[config.mk]
export PLATFORM = sky130hd
export DESIGN_NAME = mem_access_unit
export DESIGN_NICKNAME = d
export VERILOG_FILES = /design/src/rtl/mem_access_unit.sv
export SDC_FILE = /design/constraint.sdc
export NUM_CORES = 1
export LEC_CHECK = 0
export ABC_AREA = 1
export BUFFER_PORTS_ARGS = -buffer_cell sky130_fd_sc_hd__clkbuf_2
export CAP_MARGIN = 20
export CORE_MARGIN = 8
export CORE_UTILIZATION = 45
export CTS_CLUSTER_DIAMETER = 150
export DETAILED_ROUTE_END_ITERATION = 10
export PLACE_DENSITY = 0.73
export SLEW_MARGIN = 20
export SYNTH_ARGS = -nofsm -noshare
export SYNTH_HDL_FRONTEND = slang
export SYNTH_SLANG_ARGS = --single-unit
[constraint.sdc]
create_clock -name clk -period 2.4 [get_ports clk]
set_clock_uncertainty 0.2 [all_clocks]
set_input_delay 0.24 -clock clk [delete_from_list [all_inputs] [get_ports clk]]
set_output_delay 0.24 -clock clk [all_outputs]
set_load 0.02 [all_outputs]
[src/rtl/mem_access_unit.sv]
// Memory-access pipeline stage: takes one request from execute, performs a single
// data-memory load/store or forwards the ALU value, and holds the result for write-back.
module mem_access_unit #(
    parameter int DEPTH = 64,
    parameter int CNT_W = 8
) (
    input  logic             clk,
    input  logic             clear,
    input  logic             in_valid,
    output logic             in_ready,
    input  logic [1:0]       in_op,
    input  logic [15:0]      in_addr,
    input  logic [15:0]      in_wdata,
    input  logic [15:0]      in_alu,
    input  logic [3:0]       in_rd,
    output logic             out_valid,
    input  logic             out_ready,
    output logic [15:0]      out_data,
    output logic [3:0]       out_rd,
    output logic             out_wen,
    output logic             out_fault,
    output logic [15:0]      mem_addr,
    output logic [15:0]      mem_wdata,
    output logic             mem_read,
    output logic             mem_load,
    input  logic [15:0]      mem_rdata,
    output logic [CNT_W-1:0] load_cnt,
    output logic [CNT_W-1:0] store_cnt,
    output logic [CNT_W-1:0] fault_cnt
);

    localparam logic [1:0] IDLE   = 2'd0;
    localparam logic [1:0] ACCESS = 2'd1;
    localparam logic [1:0] HOLD   = 2'd2;

    localparam logic [1:0] OP_PASS  = 2'b00;
    localparam logic [1:0] OP_LOAD  = 2'b01;
    localparam logic [1:0] OP_STORE = 2'b10;
    localparam logic [1:0] OP_ILL   = 2'b11;

    localparam logic [CNT_W-1:0] CNT_MAX = '1;

    logic [1:0]  state;
    logic [1:0]  req_op;
    logic [15:0] req_addr;
    logic [15:0] req_wdata;
    logic [15:0] req_alu;
    logic [3:0]  req_rd;

    logic in_access;
    logic addr_oob;
    logic req_fault;
    logic good_load;
    logic good_store;

    assign in_access  = (state == ACCESS);
    assign addr_oob   = ({16'd0, req_addr} >= DEPTH[31:0]);
    assign req_fault  = (req_op == OP_ILL) ||
                        (((req_op == OP_LOAD) || (req_op == OP_STORE)) && addr_oob);
    assign good_load  = (req_op == OP_LOAD)  && !req_fault;
    assign good_store = (req_op == OP_STORE) && !req_fault;

    always_comb begin
        case (state)
            IDLE:    in_ready = 1'b1;
            HOLD:    in_ready = out_ready;
            default: in_ready = 1'b0;
        endcase
    end

    // Clear gates the strobes so a store caught mid-access never reaches memory.
    assign mem_read  = in_access && good_load  && !clear;
    assign mem_load  = in_access && good_store && !clear;
    assign mem_addr  = in_access ? req_addr  : 16'd0;
    assign mem_wdata = in_access ? req_wdata : 16'd0;

    always_ff @(posedge clk) begin
        if (clear) begin
            req_op    <= OP_PASS;
            req_addr  <= 16'd0;
            req_wdata <= 16'd0;
            req_alu   <= 16'd0;
            req_rd    <= 4'd0;
        end else if (in_valid && in_ready) begin
            req_op    <= in_op;
            req_addr  <= in_addr;
            req_wdata <= in_wdata;
            req_alu   <= in_alu;
            req_rd    <= in_rd;
        end
    end

    always_ff @(posedge clk) begin
        if (clear) begin
            state     <= IDLE;
            out_valid <= 1'b0;
            out_data  <= 16'd0;
            out_rd    <= 4'd0;
            out_wen   <= 1'b0;
            out_fault <= 1'b0;
            load_cnt  <= '0;
            store_cnt <= '0;
            fault_cnt <= '0;
        end else begin
            case (state)
                IDLE: begin
                    if (in_valid) state <= ACCESS;
                end
                ACCESS: begin
                    out_valid <= 1'b1;
                    out_rd    <= req_rd;
                    out_fault <= req_fault;
                    if (req_fault) begin
                        out_data <= 16'd0;
                        out_wen  <= 1'b0;
                        if (fault_cnt != CNT_MAX) fault_cnt <= fault_cnt + 1'b1;
                    end else if (req_op == OP_LOAD) begin
                        out_data <= mem_rdata;
                        out_wen  <= 1'b1;
                        if (load_cnt != CNT_MAX) load_cnt <= load_cnt + 1'b1;
                    end else if (req_op == OP_STORE) begin
                        out_data <= 16'd0;
                        out_wen  <= 1'b0;
                        if (store_cnt != CNT_MAX) store_cnt <= store_cnt + 1'b1;
                    end else begin
                        out_data <= req_alu;
                        out_wen  <= 1'b1;
                    end
                    state <= HOLD;
                end
                HOLD: begin
                    // Result consumed; a waiting request goes straight into ACCESS.
                    if (out_ready) begin
                        out_valid <= 1'b0;
                        state     <= in_valid ? ACCESS : IDLE;
                    end
                end
                default: state <= IDLE;
            endcase
        end
    end

endmodule

==> results of run 1 <==
## synthesized netlist by cell type, drive strengths merged
cell type  number  area share
dfxtp         103        0.46
nand2          99       0.084
a21oi          94        0.11
nor2           65       0.058
nand3          49       0.057
o21ai          49       0.055
inv            48       0.040
clkbuf         28       0.023
o211ai         17       0.028
xor2           11       0.021
buf             9       0.014
ha              6       0.017
nand4           5      0.0070
nor3            5      0.0056
xnor2           5      0.0098
a31oi           2      0.0028
a211oi          1      0.0017
clkinv          1      0.0011
nand3b          1      0.0017
o21bai          1      0.0042
or2             1      0.0020
## kinds of logic (layout without fill, tap and decap cells)
family,Yosys count,in the layout
simple gates,225,226
compound gates,164,164
flops,103,103
buf+inv,86,297
xor+xnor,16,16
fa+ha+maj,6,6
other cells,0,1
## power breakdown
group / total (mW) / switching [mW] / internal, mW
clock: 1.09 / 0.606 / 0.484
sequential: 1.86 / 0.0517 / 1.81
combinational: 0.698 / 0.422 / 0.276
total: 3.65 / 1.08 / 2.57
## path summary, 6_finish.rpt
check	to	slack (ps)
worst max-delay path	mem_read	120
worst min-delay path	out_valid	20
worst max register to register	out_data[9]	380
worst min register to register	req_wdata[9]	260
## stage by stage
step / area, um^2 / std cells / util / setup slack [ps] / total power [mW]
after CTS: 6212 / 942 / 0.6385 / 65.09 / 3.659
after floorplan: 4486 / 600 / - / 508.7 / 2.299
after global routing: 6248 / 945 / 0.6422 / 14.40 / 3.840
final: 6251 / 946 / 0.6425 / 120.6 / 3.652
after global placement: 5336 / 859 / 0.5485 / 481.1 / 2.479
after detailed placement: 5336 / 859 / 0.5485 / 376.7 / 2.496
## worst max-delay path, cell delays in order (launching register included)
cell	delay (ps)
dfxtp_1	400
inv_1	100
or2_4	340
inv_4	120
nand3_4	100
nor3_1	190
clkbuf_2	210
## metal layers
layer	part of all wire	track usage	up-vias	wire length [um]
met5	0	0	-	0
met4	0.029	0.09680	0	412
met3	0.077	0.05784	36	1092
met2	0.49	0.3538	191	6981
met1	0.40	0.2360	2270	5651
li1	-	-	2402	-
## timing repair
| action | 4_1_cts | 5_1_grt |
|---|---|---|
| hold buffers | 68 | 2 |
| endpoints found under the hold margin | 68 | 2 |
| gates resized for setup | 0 | 4 |
| endpoints found under the setup margin | 0 | 3 |
## layout by cell type (no fill, tap or decap), drive strengths merged
master,n
dlygate4sd3,70
a31oi,2
a21oi,94
clkinv,3
ha,6
nand4,5
nor2,65
bufinv,1
a211oi,1
nand2,99
xnor2,5
o21bai,1
nand3,49
xor2,11
inv,49
buf,9
o21ai,49
nor3,5
clkbuf,163
clkinvlp,2
diode,1
or2,2
o211ai,17
dfxtp,103
nand3b,1
## flip-flops by register name (all words and copies together) (netlist names)
name / flops
fault_cnt: 8
out_rd: 4
out_valid: 1
req_op: 2
req_rd: 4
load_cnt: 8
state: 2
out_data: 16
req_wdata: 16
out_wen: 1
out_fault: 1
req_addr: 16
store_cnt: 8
req_alu: 16
## area by class of cell
class / count / share of cell area
diodes: 1 / 0.0004003
clock buffers: 9 / 0.01982
clock inverters: 6 / 0.01141
inverters: 49 / 0.03002
multi-input cells: 412 / 0.3337
flip-flops and latches: 103 / 0.3299
well taps: 133 / 0.02662
repair buffers: 233 / 0.2482
==> reports/results.tsv, run 1 <==
metric	value	unit
status	completed	
area of the multi-input gates	0.002086	mm^2
Fillers	851	
worst skew pair latency	370	ps
endpoint class of the critical path	output pin	
synth unique cells	29	
CP Launch Type	flop	
Mapped Area	0.004486	mm^2
FP Rows	36	
Num CTS Buffers	9	
fin nets	888	
max cap viols	0	
core area	0.009729	mm^2
worst r2r src	state[0]	
routability cong.	0.8179	
clock buffer depth	2	
flops & latches, synth	103	
Slew HR	0.5290	
crit path max fanout	15	
GRT overflow	0	
Post-CTS Setup Inserts	0	
arrival time at the worst endpoint	1840	ps
Vias/cell	5.179	
setup violators final	0	
Synth Instances	600	
worst path required time	1960	ps
Mapped Nets	680	
Final Max Slew Viols	0	
total die area	0.01342	mm^2
Max Fclk	0.4387	GHz
complex-gate fraction of the synthesized area	0.1983	
Port Buffers	155	
Iter 0 DRT Violations	371	
drt first pass iters	5	
first-pass GRT wire length	22620	um
layout cells sized above 1	0.2389	
Lkg Pwr	2.759	nW
RSZ-0062 raised after global routing	no	
PD cells	584.3	mW/mm^2
total number of vias	4899	
DRT antenna net count	0	
xor and xnor area share after synthesis	0.03124	
largest family of logic cells by synthesized area	simple AND/OR/NAND/NOR gates	
Hold Vio Cnt, Final	0	
hold slack	18.91	ps
Worst Min Path Start	out_ready	
hold crit path type	input pin to flop	
DIE HEIGHT	115.8	um
HPWL Detailed	9108	um
Worst Tran Pin Value	705.8	ps
Synth warnings	0	
Worst Hold Depth	4	
pin count of the biggest net entering global routing	80	
WL per Instance	14.95	um
period utilisation layout	0.9498	
VDD IR max	0.3860	mV
DRC violations left	0	
average cell area after synthesis	7.476	um^2
Critical Path Source	state[0]	
part of the Yosys area used for sequential elements	0.4597	
Routed WL	14140	um
htree depth	3	
root buffer cell	clkbuf_8	
Die Wd	115.8	um
# clock sinks	103	
Final min period	2279	ps
Reg area	0.002062	mm^2
antenna violations before repair	0	
initial core utilization	0.4610	
CTS tree	built	
setup tns final	0	ps
Worst Setup Path Type	flop to output pin	
I/O pin count	156	
Worst-path clk slew	100	ps
Synth Area in Simple Gates	0.2153	
mux cell area share after synthesis	0	
synthesized-area fraction occupied by adder cells	0.01674	
Worst R2R Path Depth	8	
P&R area growth vs syn	39.36	%
gr usage total	0.2078	
vias in the first global route	4788	
(Power assumes the default switching activity.)
==> inputs of run 2 (changes only) <==
BUFFER_PORTS_ARGS = -buffer_cell sky130_fd_sc_hd__buf_2   (was -buffer_cell sky130_fd_sc_hd__clkbuf_2)
==> reports/results.tsv, run 2 (synthesis gave the netlist of run 1 again) <==
metric	value	unit
worst stage delay on the critical path	390	ps
total die area	0.01342	mm^2
Worst Setup Path Type	flop to output pin	
max cap viols	0	
endpoint class of the critical path	output pin	
first-pass GRT wire length	22380	um
Hold Path Sink	req_addr[1]	
most frequent cells in the layout	buf_2 (155), dfxtp_1 (103), nand2_1 (97), a21oi_1 (92), dlygate4sd3_1 (67)	
WL per Instance	15.15	um
P&R area growth vs syn	38.24	%
RSZ-0062 raised after global routing	no	
antenna violations before repair	1	
HPWL Detailed	8989	um
pin count of the biggest net entering global routing	66	
core area	0.009729	mm^2
GRT overflow	0	
Port Buffers	155	
most common cell after layout, fill and taps aside	buf_2	
layout cells sized above 1	0.2414	
Num CTS Buffers	9	
Die Wd	115.8	um
drt first pass iters	5	
VDD IR max	0.3599	mV
CTS tree	built	
Final Max Slew Viols	0	
worst path required time	1960	ps
Iter 0 DRT Violations	449	
worst skew pair latency	360	ps
Hold Vio Cnt, Final	0	
Worst Tran Pin Value	636.2	ps
gr usage total	0.2054	
setup violators final	0	
FP Rows	36	
Worst R2R Path Depth	8	
DRC violations left	0	
worst r2r dst	out_data[9]	
hold crit path type	input pin to flop	
I/O pin count	156	
Worst-path clk slew	90	ps
reg2reg setup slack	290	ps
fin nets	887	
DIE HEIGHT	115.8	um
DRT antenna net count	0	
root buffer cell	clkbuf_8	
Buffers & Inverters on Critical Path	3	
Worst Min Path Start	in_addr[1]	
Core Util, Final	0.6373	
clock buffer depth	2	
# clock sinks	103	
Lkg Pwr	2.782	nW
Routed WL	14350	um
total number of vias	4909	
period utilisation layout	0.9417	
Vias/cell	5.184	
PD cells	570.8	mW/mm^2
CP Launch Type	flop	
setup tns final	0	ps
Slew HR	0.5752	
arrival time at the worst endpoint	1820	ps
htree depth	3	
Max Fclk	0.4425	GHz
Final min period	2260	ps
status	completed	
vias in the first global route	4864	
worst r2r src	state[0]	
Worst Hold Depth	3	
routability cong.	0.8487	
crit path max-delay cell type	dfxtp_1	
crit path max fanout	19	
crit-path leading delay family	simple AND/OR/NAND/NOR gates	
CP Cell Sequence	inv_1 -> or2_4 -> inv_2 -> nand3_4 -> nor3_1 -> buf_2	
initial core utilization	0.4610	
-- run 2: cell count changes in the layout (fill, tap and decap cells not counted), moves of 2 or more --
cell	delta
clkbuf_2	-154
inv_1	-2
clkinvlp_4	+3
dlygate4sd3_1	-3
clkbuf_1	+2
clkinv_4	-2
inv_2	+2
buf_2	+155
-- run 2: power breakdown --
part | switching (mW) | internal [mW] | total, mW
sequential | 0.0495 | 1.81 | 1.86
combinational | 0.426 | 0.279 | 0.705
clock | 0.596 | 0.377 | 0.972
total | 1.07 | 2.47 | 3.54
-- run 2: timing repair --
action	in CTS	in global routing
endpoints found under the setup margin	0	2
hold buffers	67	0
resized for setup	0	1
buffers inserted	0	2
hold endpoints to repair	67	0
-- run 2: final cells by class --
class                           instances  area [um^2]
Antenna cell                            2        5.005
Clock buffer                           11        131.4
Clock inverter                          5        35.03
Fill cell                             843         3528
Inverter                               49        188.9
Multi-Input combinational cell        412         2081
Sequential cell                       103         2062
Tap cell                              133        166.4
Timing Repair Buffer                  231         1526
Timing Repair inverter                  1        5.005
-- run 2: per-layer routing --
layer / global-route usage / part of all wire
met4: 0.1210 / 0.037
met2: 0.3503 / 0.49
met1: 0.2245 / 0.39
met3: 0.05576 / 0.075
met5: 0 / 0
-- run 2: tightest hold or removal path, delay by kind of cell --
kind	cells	cell delay (ps)
buf+inv	1	80
compound gates	2	200
-- run 2: worst max-delay path by stage --
stage                   end         start  depth (start not counted)
6_report           mem_load      state[0]                          6
5_1_grt            mem_load      state[0]                          6
4_1_cts            mem_load      state[0]                          6
3_5_place_dp    out_data[0]      state[0]                          8
3_3_place_gp   out_data[11]      state[1]                          7
2_1_floorplan  store_cnt[0]  store_cnt[0]                          8
-- run 2: per-stage QoR --
| step | hold slack, ps | cells | instance area (um^2) | setup WS (ps) | total power [mW] |
|---|---|---|---|---|---|
| 2_1_floorplan | 206.9 | 600 | 4486 | 508.7 | 2.299 |
| 3_3_place_gp | 241.4 | 858 | 5329 | 437.1 | 2.477 |
| 3_5_place_dp | 247.9 | 858 | 5329 | 323.3 | 2.494 |
| 4_1_cts | 4.719 | 941 | 6166 | 57.93 | 3.532 |
| 5_1_grt | 23.10 | 946 | 6198 | 4.283 | 3.703 |
| 6_report | 10.59 | 947 | 6201 | 139.9 | 3.540 |
